===== config.mk =====
export PLATFORM = sky130hd
export DESIGN_NAME = ctrlr_if
export DESIGN_NICKNAME = d
export VERILOG_FILES = /design/src/rtl/ctrlr_if.sv
export SDC_FILE = /design/constraint.sdc
export NUM_CORES = 1
export LEC_CHECK = 0
export CORE_AREA = 2 2 127 129
export CTS_CLUSTER_DIAMETER = 40
export DETAILED_ROUTE_END_ITERATION = 7
export DIE_AREA = 0 0 129 131
export DONT_BUFFER_PORTS = 1
export PLACE_DENSITY = 0.41
export SYNTH_ARGS = -nofsm -noshare
export SYNTH_HDL_FRONTEND = slang
export SYNTH_SLANG_ARGS = --single-unit

===== constraint.sdc =====
create_clock -name clk -period 3.4 [get_ports clk]
set_input_delay 0 -clock clk [delete_from_list [all_inputs] [get_ports clk]]
set_output_delay 0 -clock clk [all_outputs]
set_load 0.02 [all_outputs]

===== src/rtl/ctrlr_if.sv =====
`default_nettype none
// ============================================================================
// Module      : ctrlr_if
// Description : Scans two NES-style serial gamepads at a fixed poll rate and
//               serves the latest button states, change flags and a scan
//               counter to the memory controller's read port.
// Revision    : 1.0 - initial release
// ============================================================================
module ctrlr_if #(
    parameter int HALF_DIV    = 300,
    parameter int POLL_PERIOD = 833333
) (
    input  logic        clk,
    input  logic        rst,
    input  logic        ctrlr_re,
    input  logic [1:0]  addr_ctrlr,
    output logic [15:0] din_ctrlrs,
    output logic        pad_latch,
    output logic        pad_clk,
    input  logic        pad_data0,
    input  logic        pad_data1
);

    localparam int PW = $clog2(POLL_PERIOD);
    localparam int DW = (HALF_DIV > 1) ? $clog2(HALF_DIV) : 1;
    localparam logic [PW-1:0] POLL_LAST = PW'(POLL_PERIOD - 1);
    localparam logic [DW-1:0] DIV_LAST  = DW'(HALF_DIV - 1);

    typedef enum logic [2:0] {
        IDLE  = 3'd0,
        LATCH = 3'd1,
        LOW   = 3'd2,
        HIGH  = 3'd3,
        DONE  = 3'd4
    } state_t;

    state_t        state;
    logic [1:0]    sync0;
    logic [1:0]    sync1;
    logic [PW-1:0] poll_cnt;
    logic [DW-1:0] div_cnt;
    logic [2:0]    k;
    logic [7:0]    sh0;
    logic [7:0]    sh1;
    logic [7:0]    btn0;
    logic [7:0]    btn1;
    logic          new0;
    logic          new1;
    logic [15:0]   scan_count;

    logic d0;
    logic d1;
    logic busy;
    logic poll_hit;
    logic div_last;
    logic clear_req;

    assign d0        = sync0[1];
    assign d1        = sync1[1];
    assign busy      = (state != IDLE);
    assign poll_hit  = (poll_cnt == POLL_LAST);
    assign div_last  = (div_cnt == DIV_LAST);
    assign clear_req = ctrlr_re && (addr_ctrlr == 2'd2);

    // Two-flop synchronizers for the asynchronous pad data lines (idle high)
    always_ff @(posedge clk or negedge rst) begin
        if (!rst) begin
            sync0 <= 2'b11;
            sync1 <= 2'b11;
        end else begin
            sync0 <= {sync0[0], pad_data0};
            sync1 <= {sync1[0], pad_data1};
        end
    end

    // Free-running poll counter; a scan starts each time it reaches its top
    always_ff @(posedge clk or negedge rst) begin
        if (!rst) begin
            poll_cnt <= '0;
        end else if (poll_hit) begin
            poll_cnt <= '0;
        end else begin
            poll_cnt <= poll_cnt + 1'b1;
        end
    end

    // Scan sequencer: pad pins, shift capture, commit of buttons and flags
    always_ff @(posedge clk or negedge rst) begin
        if (!rst) begin
            state      <= IDLE;
            div_cnt    <= '0;
            k          <= 3'd0;
            pad_latch  <= 1'b0;
            pad_clk    <= 1'b1;
            sh0        <= 8'h00;
            sh1        <= 8'h00;
            btn0       <= 8'h00;
            btn1       <= 8'h00;
            new0       <= 1'b0;
            new1       <= 1'b0;
            scan_count <= 16'h0000;
        end else begin
            // Read-to-clear; a commit later in this block overrides it
            if (clear_req) begin
                new0 <= 1'b0;
                new1 <= 1'b0;
            end
            case (state)
                IDLE: begin
                    if (poll_hit) begin
                        state     <= LATCH;
                        pad_latch <= 1'b1;
                        div_cnt   <= '0;
                    end
                end
                LATCH: begin
                    if (div_last) begin
                        sh0[0]    <= d0;
                        sh1[0]    <= d1;
                        k         <= 3'd1;
                        div_cnt   <= '0;
                        pad_latch <= 1'b0;
                        pad_clk   <= 1'b0;
                        state     <= LOW;
                    end else begin
                        div_cnt <= div_cnt + 1'b1;
                    end
                end
                LOW: begin
                    if (div_last) begin
                        div_cnt <= '0;
                        pad_clk <= 1'b1;
                        state   <= HIGH;
                    end else begin
                        div_cnt <= div_cnt + 1'b1;
                    end
                end
                HIGH: begin
                    if (div_last) begin
                        sh0[k]  <= d0;
                        sh1[k]  <= d1;
                        div_cnt <= '0;
                        if (k == 3'd7) begin
                            state <= DONE;
                        end else begin
                            k       <= k + 3'd1;
                            pad_clk <= 1'b0;
                            state   <= LOW;
                        end
                    end else begin
                        div_cnt <= div_cnt + 1'b1;
                    end
                end
                DONE: begin
                    btn0       <= ~sh0;
                    btn1       <= ~sh1;
                    scan_count <= scan_count + 16'd1;
                    if (~sh0 != btn0) begin
                        new0 <= 1'b1;
                    end
                    if (~sh1 != btn1) begin
                        new1 <= 1'b1;
                    end
                    k     <= 3'd0;
                    state <= IDLE;
                end
                default: begin
                    state <= IDLE;
                end
            endcase
        end
    end

    // Zero-latency read mux; bus is driven to zero when not selected
    always_comb begin
        din_ctrlrs = 16'h0000;
        if (ctrlr_re) begin
            case (addr_ctrlr)
                2'd0:    din_ctrlrs = {8'h00, btn0};
                2'd1:    din_ctrlrs = {8'h00, btn1};
                2'd2:    din_ctrlrs = {13'h0000, busy, new1, new0};
                default: din_ctrlrs = scan_count;
            endcase
        end
    end

endmodule
`default_nettype wire


==> run_results.csv, run 1 <==
group,metric,value,unit
layout,fin_util,0.332,
clocking,cts_sinks,91,
layout,drive_gt1_frac,0.0959,
grt,grt_usage,0.132,
drt,vias_per_cell,4.83,
clocking,cts_buffer_depth,2,
grt,grt_max_degree,92,
layout,area_growth,13.2,%
drt,postRouteAntennaNets,0,
synthesis,syn-num-nets,462,
synthesis,yosysWarnings,0,
synthesis,synth_area,4570,um2
clocking,cts_htree_levels,3,
pwr,ir_drop,0.187,mV
floorplanning,die_x,129,um
synthesis,async_flop_share,1.00,
synthesis,synthTopCellsByArea,"dfrtp_1, xor2_1, nand2_1",
synthesis,seq_area_frac_synth,0.500,
timing,fin_setup_tns,0,ns
synthesis,synth_cell_type_count,50,
timing,timing.fmax,438,MHz
timing,drv_slew,0,
drt,routed_wirelength,10400,um
pwr,p_leak,0.00228,uW
grt,grt_first_pass_wirelength,17300,um
drt,drc_errors,0,
clocking,cts.repair.resized,0,
worst_setup_path,startpoint_type,"flip-flop",
worst_setup_path,crit_buf_inv,0,
synthesis,synthFlopType,"dfrtp_1",
timing,finalHoldViolCount,0,
worst_setup_path,path_max_fanout,16,
worst_setup_path,cp_cell_sequence,"or3b_1 > nor4_1 > nand4_1 > xnor2_1",
drt,drtIter0Drc,134,
drt,wire_per_inst,15.3,um
timing,period_share,0.671,
place,place_congestion,0.754,
place,portBuffers,0,
layout,multi_input_area,2190,um2
worst_setup_path,crit_family,"simple AND/OR/NAND/NOR gates",
floorplanning,dieArea,16900,um2
clocking,hold_buffers,6,
synthesis,synth-edff-count,0,
synthesis,avgSynthCellArea,10.2,um2
grt,grt_pass1_vias,3288,
clocking,clk_latency,0.35,ns
timing,finalSetupViolations,0,
clocking,cts_root_buf,"clkbuf_16",
pwr,p_per_area,412,nW/um2
timing,layout_min_cycle_time,2.28,ns
timing,worstMarginPinSlew,0.800,ns
worst_setup_path,required,3.62,ns
worst_setup_path,cpMaxStageDelayCell,"nor4_1",
clocking,tritoncts,"built",
synthesis,syn_inst,449,
floorplanning,coreArea,15600,um2
floorplanning,initial_core_util,0.293,
synthesis,yosysTopAreaCell,"dfrtp_1",
floorplanning,rows,46,
drt,vias,3259,
timing,max_slew_margin,0.464,
clocking,cts_buffers,9,
min_path,hold_path_class,"primary input to output port",
clocking,post_cts_buffers,0,
flow_run,maxCapViolations,0,
layout,register_area,2280,um2
synthesis,ys_seq_elements,91,
worst_setup_path,path_class,"flip-flop to flip-flop",
grt,grt-ovfl-total,0,
worst_setup_path,slowest_delay,0.67,ns
layout,antenna_cells,0,
grt,antenna_found_initial,0,
layout,nets,467,
clocking,path_clk_slew,0.06,ns
worst_setup_path,cp-end-kind,"flip-flop",
drt,first_pass_iters,4,
timing,timing.hold.ws,0.186,ns
floorplanning,io_pins,25,
floorplanning,die_y,131,um
timing,finalClockSkew,0.0109,ns
place,hpwl,6980,um
layout,fill_cells,1586,
timing,rsz0062_at_grt,"false",
synthesis,yosysTopAreaCellShare,0.471,
worst_setup_path,cp.arrival,2.50,ns
run_status,status,"finished, final reports clean",
-- worst register-to-register path: cells and delay by family, from the launching register on --
| kind | cells | cell delay (ns) |
|---|---|---|
| AND/OR/NAND/NOR | 3 | 1.38 |
| flip-flops | 1 | 0.63 |
| XOR/XNOR | 1 | 0.16 |
-- sequential cells by signal, summed over array words and instances, names as in the netlist, 3 cells and up --
| register | cells |
|---|---|
| sh0 | 8 |
| k | 3 |
| state | 3 |
| btn1 | 8 |
| scan_count | 16 |
| sh1 | 8 |
| btn0 | 8 |
| poll_cnt | 20 |
| div_cnt | 9 |
-- per-stage QoR --
stage | worst slack, ns | instance area [um2] | instances | power (uW)
6_report | 1.12 | 5170 | 675 | 2130
5_1_grt | 1.00 | 5170 | 675 | 2220
4_1_cts | 1.15 | 5170 | 675 | 2170
2_1_floorplan | 1.53 | 4570 | 449 | 1120
3_5_place_dp | 1.16 | 4800 | 653 | 1120
3_3_place_gp | 1.21 | 4800 | 653 | 1120
-- layer usage --
| metal | part of all wire | up-vias | GRT usage |
|---|---|---|---|
| met5 | 0 | - | 0 |
| li1 | - | 1609 | - |
| met3 | 0.029 | 14 | 0.0269 |
| met4 | 0.020 | 0 | 0.0569 |
| met2 | 0.44 | 39 | 0.205 |
| met1 | 0.51 | 1597 | 0.180 |
-- Yosys cell counts, types with 3 or more instances --
| cell type | n |
|---|---|
| or3_1 | 4 |
| ha_1 | 6 |
| o31ai_1 | 5 |
| inv_1 | 9 |
| dfstp_2 | 5 |
| xnor2_1 | 19 |
| dfrtp_1 | 86 |
| mux2i_1 | 6 |
| and4_1 | 5 |
| and3_1 | 6 |
| o21ai_0 | 30 |
| nor2b_1 | 3 |
| xor2_1 | 28 |
| o22ai_1 | 3 |
| nor3_1 | 14 |
| a31oi_1 | 3 |
| nor4_1 | 3 |
| a211oi_1 | 3 |
| nor3b_1 | 3 |
| o211ai_1 | 5 |
| clkbuf_1 | 13 |
| nand3_1 | 29 |
| nand2_1 | 55 |
| or4_1 | 4 |
| mux2_2 | 13 |
| nand4_1 | 14 |
| a21oi_1 | 5 |
| nor2_1 | 24 |
| and2_1 | 17 |
| mux2_1 | 3 |
-- layout make-up --
class | count | share of cell area
inverters | 9 | 0.00653
repair buffers | 9 | 0.0194
multi-input cells | 334 | 0.424
flip-flops and latches | 91 | 0.441
clock buffers | 13 | 0.0484
well taps | 216 | 0.0522
clock inverters | 3 | 0.00774
-- worst paths after layout --
| path | to | cells past startpoint | slack (ns) | startpoint |
|---|---|---|---|---|
| setup / recovery | scan_count[11]$_DFFE_PN0N_ | 4 | 1.12 | state[2]$_DFFE_PN0P_ |
| hold / removal | din_ctrlrs[6] | 1 | 0.19 | ctrlr_re |
| setup reg to reg | scan_count[11]$_DFFE_PN0N_ | 4 | 1.12 | state[2]$_DFFE_PN0P_ |
| hold reg to reg | sync0[1]$_DFF_PN1_ | 0 | 0.36 | sync0[0]$_DFF_PN1_ |
| max in group asynchronous | pad_clk$_DFFE_PN1P_ | 2 | 2.75 | rst |
| min in group asynchronous | scan_count[11]$_DFFE_PN0N_ | 2 | 0.22 | rst |
-- cells in the final DEF, fill, tap and decap left out, drive strengths merged, types with 3 or more instances in the layout --
cell	n
or4	5
a211oi	3
mux2i	6
and4	5
and2	17
nor4	4
nand4	14
nand3	29
mux2	16
nor2b	3
nor3b	3
nor3	16
o21ai	30
xor2	28
nor2	24
and3	6
a21oi	5
o22ai	3
clkbuf	13
o211ai	5
dlygate4sd3	5
xnor2	19
inv	9
ha	6
dfstp	5
o31ai	5
buf	4
a31oi	3
nand2	55
or3	4
dfrtp	86
-- cell families (layout without fill, tap and decap cells) --
logic type / Yosys count / count (layout) / share of synthesized area
compound gates: 60 / 60 / 0.0789
mux: 24 / 24 / 0.0624
xor+xnor: 47 / 47 / 0.0901
flops: 91 / 91 / 0.500
fa+ha+maj: 6 / 6 / 0.0164
buf+inv: 24 / 34 / 0.0200
simple gates: 197 / 197 / 0.232
-- power breakdown --
group,switching (uW),leakage [uW],total (uW),internal [uW]
sequential,3.88,0.00124,1090,1090
clock,415,0.000144,1000,589
combinational,26.2,0.000894,37.3,11.2
Power figures use the tool's default switching activity.
==> run 2: changes to the inputs <==
Clock period 3.4 ns to 2.2 ns, I/O delays scaled along.
==> run 2 against run 1 <==
Sequential power up 55%. Maximum frequency up 16%. Sequential share of layout area down 0.98 points. Utilization up 0.75 points. Register-to-register slack worse by 0.89 ns.
==> run_results.csv, run 2 (synthesis gave the netlist of run 1 again) <==
group,metric,value,unit
clocking,clk_latency,0.35,ns
timing,period_share,0.894,
floorplanning,die_y,131,um
drt,wire_per_inst,14.7,um
clocking,cts_buffers,9,
layout,largest-register,"poll_cnt",
grt,grt_first_pass_wirelength,16900,um
worst_setup_path,slowest_delay,0.47,ns
layout,final_cell_mix,"dfrtp_1, nand2_1, o21ai_0, nand3_1, xor2_1",
floorplanning,io_pins,25,
place,place_ws,0.151,ns
layout,fill_cells,1581,
layout,register_area,2280,um2
drt,vias,3260,
grt,grt-ovfl-total,0,
flow_run,maxCapViolations,0,
worst_setup_path,cp_cell_sequence,"nand4bb_1 > or3_1 > nor3b_2 > mux2_2",
place,place_congestion,0.726,
clocking,tritoncts,"built",
grt,grt-busiest-layer,"met2",
min_path,hold_path_class,"primary input to flip-flop",
drt,first_pass_iters,4,
grt,grt_max_degree,92,
layout,final_common_cell,"dfrtp_1",
timing,fin_setup_tns,0,ns
layout,largest_reg_flops,20,
timing,finalSetupViolations,0,
timing,worstMarginPinSlew,0.517,ns
floorplanning,dieArea,16900,um2
drt,drc_errors,0,
grt,grt_usage,0.130,
floorplanning,coreArea,15600,um2
clocking,cts_buffer_depth,2,
floorplanning,initial_core_util,0.293,
grt,grt_pass1_vias,3246,
floorplanning,rows,46,
timing,timing.fmax,508,MHz
timing,drv_slew,0,
layout,area_growth,15.8,%
pwr,p_leak,0.00234,uW
run_status,status,"finished, final reports clean",
clocking,cts_htree_levels,3,
layout,finalInstanceArea,5290,um2
timing,max_slew_margin,0.656,
drt,postRouteAntennaNets,0,
worst_setup_path,startpoint_type,"flip-flop",
floorplanning,die_x,129,um
worst_setup_path,cpMaxStageDelayCell,"or3_1",
min_path,min-delay-start,"pad_data0",
worst_setup_path,r2r-start,"div_cnt[6]$_DFFE_PN0P_",
worst_setup_path,cp-end-kind,"flip-flop",
worst_setup_path,cp.arrival,2.20,ns
grt,met3_usage,0.0261,
layout,drive_gt1_frac,0.122,
layout,reg.largest.list,"poll_cnt x20, scan_count x16, div_cnt x9",
drt,vias_per_cell,4.76,
timing,finalHoldViolCount,0,
grt,grtUsageMet1,0.179,
timing,rsz0062_at_grt,"false",
worst_setup_path,required,2.44,ns
grt,grt_use_met2,0.195,
place,hpwl,6930,um
clocking,path_clk_slew,0.07,ns
timing,worst_slack,0.232,ns
grt,antenna_found_initial,0,
drt,routed_wirelength,10000,um
worst_setup_path,critPathLaunch,"div_cnt[6]$_DFFE_PN0P_",
worst_setup_path,path_max_fanout,7,
clocking,post_cts_buffers,0,
layout,antenna_cells,0,
drt,drtIter0Drc,161,
timing,layout_min_cycle_time,1.97,ns
pwr,ir_drop,0.340,mV
layout,nets,477,
pwr,p_per_area,653,nW/um2
clocking,cts_root_buf,"clkbuf_16",
layout,multi_input_area,2200,um2
timing,finalClockSkew,0.00614,ns
place,dpl_cell_area,4880,um2
worst_setup_path,path_class,"flip-flop to flip-flop",
place,portBuffers,0,
clocking,cts_sinks,91,
==> run 2: layout make-up <==
cell class                      count  area share
Tap cell                          216      0.0511
Clock buffer                       11      0.0459
Sequential cell                    91       0.432
Multi-Input combinational cell    334       0.416
Timing Repair Buffer               19      0.0331
Clock inverter                      5      0.0161
Inverter                            9     0.00639
==> run 2: repair_timing <==
item	in CTS	in global routing
resized for setup	0	1
hold buffers	6	0
endpoints found under the hold margin	95	0
setup endpoints to repair	0	2
==> run 2: worst paths after layout <==
kind	to	slack [ns]	cells after the start
max in group asynchronous	pad_clk$_DFFE_PN1P_	1.56	2
worst max-delay path	sh0[1]$_DFFE_PN0P_	0.23	4
min in group asynchronous	scan_count[12]$_DFFE_PN0N_	0.23	2
worst max register to register	sh0[1]$_DFFE_PN0P_	0.23	4
worst min register to register	sync1[1]$_DFF_PN1_	0.36	0
worst min-delay path	sync0[0]$_DFF_PN1_	0.19	1
==> run 2: per-stage QoR <==
step / util / power, uW / hold WS (ns) / cells
global placement: 0.313 / 1730 / -0.290 / 663
detailed placement: 0.313 / 1730 / -0.290 / 663
finish: 0.339 / 3450 / 0.185 / 685
global route: 0.339 / 3600 / 0.178 / 685
CTS: 0.339 / 3510 / 0.168 / 685
floorplan: - / 1730 / -0.296 / 449
==> run 2: report_power, final <==
| part | leakage [uW] | total, uW | switching (uW) | internal [uW] |
|---|---|---|---|---|
| registers | 0.00124 | 1690 | 5.84 | 1680 |
| clock network | 0.000156 | 1710 | 677 | 1030 |
| logic | 0.000947 | 58.8 | 40.5 | 18.3 |
==> run 2: per-layer routing <==
metal,wire length [um],share of wire,vias to the layer above
met1,5130,0.51,1577
met5,0,0,-
met4,214,0.021,0
met2,4390,0.44,43
li1,-,-,1628
met3,321,0.032,12
==> run 2: worst max-delay path: cells and delay by family (launching register included) <==
kind	cells	cell delay, ns
multiplexers	1	0.37
flip-flops	1	0.44
AND/OR/NAND/NOR	3	1.05
